File: src/rtl/seg7_scan_display.sv
`default_nettype none
// ============================================================================
// Module   : seg7_scan_display
// Purpose  : Time-multiplexed common-anode 7-segment driver with a frame-synchronous
//            double-buffered value and anti-ghost blanking.
//            Optional macro LEADING_ZERO_BLANK_EN blanks leading zero digits.
// Revision : 1.0 - initial release
// ============================================================================
module seg7_scan_display #(
    parameter int NUM_DIGITS = 4,
    parameter int CLK_DIV    = 50000
) (
    input  logic                    clk,
    input  logic                    rst,
    input  logic [4*NUM_DIGITS-1:0] value_in,
    input  logic [NUM_DIGITS-1:0]   dp_in,
    input  logic                    load,
    output logic [6:0]              seg_out,
    output logic                    dp_out,
    output logic [NUM_DIGITS-1:0]   an_out,
    output logic                    update_pending,
    output logic                    frame_tick
);

    localparam int c_PRE_W = (CLK_DIV > 1) ? $clog2(CLK_DIV) : 1;
    localparam int c_IDX_W = (NUM_DIGITS > 1) ? $clog2(NUM_DIGITS) : 1;
    localparam logic [c_PRE_W-1:0]    c_PRE_LAST = c_PRE_W'(CLK_DIV - 1);
    localparam logic [c_IDX_W-1:0]    c_IDX_LAST = c_IDX_W'(NUM_DIGITS - 1);
    localparam logic [NUM_DIGITS-1:0] c_ONE      = NUM_DIGITS'(1);

    logic [c_PRE_W-1:0]      r_presc;
    logic [c_IDX_W-1:0]      r_idx;
    logic [4*NUM_DIGITS-1:0] r_pend_val;
    logic [NUM_DIGITS-1:0]   r_pend_dp;
    logic                    r_pend_vld;
    logic [4*NUM_DIGITS-1:0] r_shadow_val;
    logic [NUM_DIGITS-1:0]   r_shadow_dp;
    logic                    r_wrap;
    logic                    r_frame_tick;
    logic [6:0]              r_seg;
    logic                    r_dp;
    logic [NUM_DIGITS-1:0]   r_an;

    logic                    w_slot_end;
    logic                    w_frame_end;
    logic [3:0]              w_cur_nib;
    logic                    w_cur_dp;
    logic                    w_cur_blank;
    logic [NUM_DIGITS-1:0]   w_blank_mask;

    function automatic logic [6:0] seg_decode(input logic [3:0] nib);
        logic [6:0] seg;
        case (nib)
            4'h0: seg = 7'b0000001;
            4'h1: seg = 7'b1001111;
            4'h2: seg = 7'b0010010;
            4'h3: seg = 7'b0000110;
            4'h4: seg = 7'b1001100;
            4'h5: seg = 7'b0100100;
            4'h6: seg = 7'b0100000;
            4'h7: seg = 7'b0001111;
            4'h8: seg = 7'b0000000;
            4'h9: seg = 7'b0000100;
            4'hA: seg = 7'b0001000;
            4'hB: seg = 7'b1100000;
            4'hC: seg = 7'b0110001;
            4'hD: seg = 7'b1000010;
            4'hE: seg = 7'b0110000;
            default: seg = 7'b0111000;
        endcase
        return seg;
    endfunction

    assign w_slot_end  = (r_presc == c_PRE_LAST);
    assign w_frame_end = w_slot_end && (r_idx == c_IDX_LAST);

`ifdef LEADING_ZERO_BLANK_EN
    logic [NUM_DIGITS-1:0] w_zero_from;
    logic                  w_zero_run;

    // w_zero_from[k]: nibble k and every more-significant nibble are zero
    always_comb begin
        w_zero_from = '0;
        w_zero_run  = 1'b1;
        for (int k = NUM_DIGITS - 1; k >= 0; k--) begin
            w_zero_run     = w_zero_run && (r_shadow_val[4*k +: 4] == 4'd0);
            w_zero_from[k] = w_zero_run;
        end
    end

    assign w_blank_mask = w_zero_from & ~c_ONE;
`else
    assign w_blank_mask = '0;
`endif

    always_comb begin
        w_cur_nib   = '0;
        w_cur_dp    = 1'b0;
        w_cur_blank = 1'b0;
        for (int k = 0; k < NUM_DIGITS; k++) begin
            if (r_idx == c_IDX_W'(k)) begin
                w_cur_nib   = r_shadow_val[4*k +: 4];
                w_cur_dp    = r_shadow_dp[k];
                w_cur_blank = w_blank_mask[k];
            end
        end
    end

    always_ff @(posedge clk) begin
        if (rst) begin
            r_presc      <= '0;
            r_idx        <= '0;
            r_pend_val   <= '0;
            r_pend_dp    <= '0;
            r_pend_vld   <= 1'b0;
            r_shadow_val <= '0;
            r_shadow_dp  <= '0;
            r_wrap       <= 1'b0;
            r_frame_tick <= 1'b0;
            r_seg        <= '1;
            r_dp         <= 1'b1;
            r_an         <= '1;
        end else begin
            r_presc <= w_slot_end ? '0 : r_presc + c_PRE_W'(1);
            if (w_slot_end) begin
                r_idx <= (r_idx == c_IDX_LAST) ? '0 : r_idx + c_IDX_W'(1);
            end

            // A load landing on the boundary bypasses the pending buffer
            if (w_frame_end) begin
                if (load) begin
                    r_shadow_val <= value_in;
                    r_shadow_dp  <= dp_in;
                end else if (r_pend_vld) begin
                    r_shadow_val <= r_pend_val;
                    r_shadow_dp  <= r_pend_dp;
                end
                r_pend_vld <= 1'b0;
            end else if (load) begin
                r_pend_val <= value_in;
                r_pend_dp  <= dp_in;
                r_pend_vld <= 1'b1;
            end

            // Delayed twice so the tick lines up with the new frame's first output cycle
            r_wrap       <= w_frame_end;
            r_frame_tick <= r_wrap;

            if (r_presc == '0) begin
                r_seg <= '1;
                r_dp  <= 1'b1;
                r_an  <= '1;
            end else begin
                r_seg <= w_cur_blank ? 7'b1111111 : seg_decode(w_cur_nib);
                r_dp  <= ~w_cur_dp;
                r_an  <= ~(c_ONE << r_idx);
            end
        end
    end

    assign seg_out        = r_seg;
    assign dp_out         = r_dp;
    assign an_out         = r_an;
    assign update_pending = r_pend_vld;
    assign frame_tick     = r_frame_tick;

endmodule
`default_nettype wire
File: config.mk
export PLATFORM = sky130hd
export DESIGN_NAME = seg7_scan_display
export DESIGN_NICKNAME = d
export VERILOG_FILES = /design/src/rtl/seg7_scan_display.sv
export SDC_FILE = /design/constraint.sdc
export NUM_CORES = 1
export LEC_CHECK = 0
export ABC_CLOCK_PERIOD_IN_PS = 2600
export CORE_MARGIN = 2
export CORE_UTILIZATION = 50
export DETAILED_ROUTE_END_ITERATION = 8
export GPL_TIMING_DRIVEN = 0
export PLACE_DENSITY = 0.72
export SYNTH_ARGS = -nofsm -noshare
export SYNTH_HDL_FRONTEND = slang
export SYNTH_SLANG_ARGS = --single-unit
File: constraint.sdc
create_clock -name clk -period 2.6 [get_ports clk]
set_input_delay 0.39 -clock clk [delete_from_list [all_inputs] [get_ports clk]]
set_output_delay 0.39 -clock clk [all_outputs]
set_load 0.01 [all_outputs]
==> results.yml <==
run_status:
  status: "finished clean"
floorplanning:
  fp.coreArea_sq_um: 6460
  ioPinCount: 37
  die_h_um: 86.2
  die_area_sq_um: 7430
  initial_core_util_pct: 52.3
  placementRows: 29
  die_x_um: 86.2
critical_path:
  path_cells: "inv_1 > ha_1 > buf_2 > nand3b_1 > a211oi_4 > inv_1 > ha_1 > mux2i_1 > mux2_2 > nand2_1"
  arrival_ps: 2610
  crit_path_top_delay_cell: "dfxtp_1"
  worstSetupPathType: "flip-flop to flip-flop"
  critPathLaunchType: "flip-flop"
  crit_path_end_kind: "flip-flop"
  path_depth: 10
  crit_fanout: 10
  required_ps: 2810
  worst-path-buf-inv: 3
  critPathTopFamily: "adder cells"
  crit_path_max_incr_delay_ps: 380
  r2r_cells: 10
yosys:
  synth_nets: 383
  syn_inst: 348
  synth_compound_area_share_pct: 5.52
  synth-xor-area-share_pct: 3.63
  synth-seq-cells: 73
  synth.cell_area_sq_um: 3380
  synth_top_area_cell: "dfxtp_1"
  synth-simple-area-share_pct: 18.6
  yosysWarnings: 0
  yosysTopAreaCellShare_pct: 43.3
  synthDistinctLibCells: 43
  ys_async_sr_fraction_pct: 0
  muxShareOfSynthArea_pct: 20.3
  synth_edf_count: 0
  yosysSeqAreaShare_pct: 43.3
  ys_dominant_reg_cell: "dfxtp_1"
  ys_top_cells_by_area: "dfxtp_1 43%, mux2i_1 13%, nor2_1 7.2%, mux2_2 7.0%, ha_1 4.4%"
  syn_area_per_cell_sq_um: 9.70
  synth_top_family_by_area: "multiplexers"
  synth_fa_ha_area_share_pct: 4.45
final_layout:
  layout_commonest_cell: "dfxtp_1"
  stdcell_area_sq_um: 4010
  final_layout_size_suffix_gt1_share_pct: 13.0
  area_growth_pct: 18.6
  nNetsFinal: 430
  layoutNonFillerInstCount: 477
  diodes: 0
  layout_common_cells: "73 x dfxtp_1, 65 x nor2_1, 45 x mux2i_1, 36 x clkdlybuf4s50_1, 21 x mux2_2"
timing:
  max_freq_ghz: 0.418
  worst_slew_pin_slew_ps: 601
  hold_viol_final: 0
  grt_setup_unrepaired: "false"
  setup-violations-final: 0
  fin_setup_tns_ps: 0
  period_share_pct: 92.1
  relSlewSlack_pct: 59.3
  finalMaxSlewViolations: 0
  fin_crit_ps: 2390
  finalClockSkew_ps: 7.89
global_route:
  grt_pass1_wl_um: 11300
  grt_pass1_vias: 2382
  grt_max_degree: 12
  grt_usage_pct: 19.6
  antenna_found_initial: 0
  grt_overflow: 0
route:
  drc: 0
  first_pass_iters: 4
  vias: 2503
  ant_nets: 0
  drt-initial-drc-count: 97
  avgViaCountPerCell: 5.25
  wire_per_inst_um: 13.7
  postRouteWirelength_um: 6550
power_and_ir_drop:
  leakagePower_nw: 1.50
  power.total_mw: 2.09
  max-vdd-ir-drop_mv: 0.328
  powerDensity_nw_per_um2: 523
hold_path:
  hp-class: "flip-flop to flip-flop"
  hold_depth: 1
cts:
  cts_root_buf: "clkbuf_8"
  postCtsHoldBufs: 0
  clockBufferDepth: 2
  cts_tree: "yes"
  clk_pin_slew_ps: 70
  numClockSinks: 73
  clock_latency_ps: 340
  cts_htree_levels: 3
  cts_buffers: 9
placement:
  numPortBuffers: 36
  gp_congestion: 0.881
  placed_area_sq_um: 3830
  dp.cells: 461
  hpwlAfterDp_um: 4760
run:
  maxCapViolCount: 0
==> synth_stat cells, drive strengths merged, types with 6 or more instances <==
cell type and n:
dfxtp 73, nor2 65, mux2i 45, mux2 21
nand2 20, ha 12, buf 11, inv 10
nand3 9, clkbuf 8, xnor2 7, xor2 7
a21oi 6, nand3b 6
==> path summary, 6_finish.rpt <==
check	startpoint	end	slack (ps)
max	r_idx[1]	seg_out[3]	210
min	r_wrap	frame_tick	460
max reg2reg	r_idx[1]	seg_out[3]	210
min reg2reg	r_wrap	frame_tick	460
==> metrics by stage <==
stage          util (%)  hold slack (ps)  setup WS [ps]
2_1_floorplan         -              414            495
3_3_place_gp       59.4              459            140
3_5_place_dp       59.4              457            107
4_1_cts            61.8              457           72.6
5_1_grt            62.0              485           42.1
6_report           62.0              458            206
==> flip-flops by register name, summed over array words and instances, names as in the netlist <==
register / cells
r_pend_val: 16
dp_out: 1
r_presc: 16
r_shadow_val: 16
r_idx: 2
r_wrap: 1
frame_tick: 1
update_pending: 1
r_pend_dp: 4
seg_out: 7
an_out: 4
r_shadow_dp: 4
==> final cells by class <==
type,count,area [sq um]
clock buffers,12,135
multi-input cells,246,1790
inverters,10,37.5
flip-flops and latches,73,1460
fillers,570,2450
plain buffers,19,103
repair buffers,36,360
well taps,77,96.3
clock inverters,4,20.0
==> timing repair <==
action                     CTS  global route
setup endpoints to repair    0             6
setup buffers                0             0
gates resized for setup      0             3
==> routing by layer <==
metal,part of all wire [%],up-vias,wire (um),GRT usage [%]
met5,0,-,0,0
met4,1.1,0,70,4.69
met3,3.5,6,232,6.38
met2,47,37,3060,32.7
met1,49,1179,3180,24.6
li1,-,1281,-,-
==> cell families after synthesis <==
group | count (synthesis)
AOI/OAI and AO/OA | 26
adders and majority gates | 12
xor gates and xnor gates | 14
and+or+nand+nor | 128
DFF | 73
muxes | 66
buffers and inverters | 29
==> report_power, final <==
| group | internal (mW) | switching, mW | total [mW] |
|---|---|---|---|
| Clock | 0.340 | 0.386 | 0.726 |
| Combinational | 0.110 | 0.0885 | 0.199 |
| Sequential | 1.15 | 0.0147 | 1.17 |
Note: power is estimated with default switching activity, not from simulation.
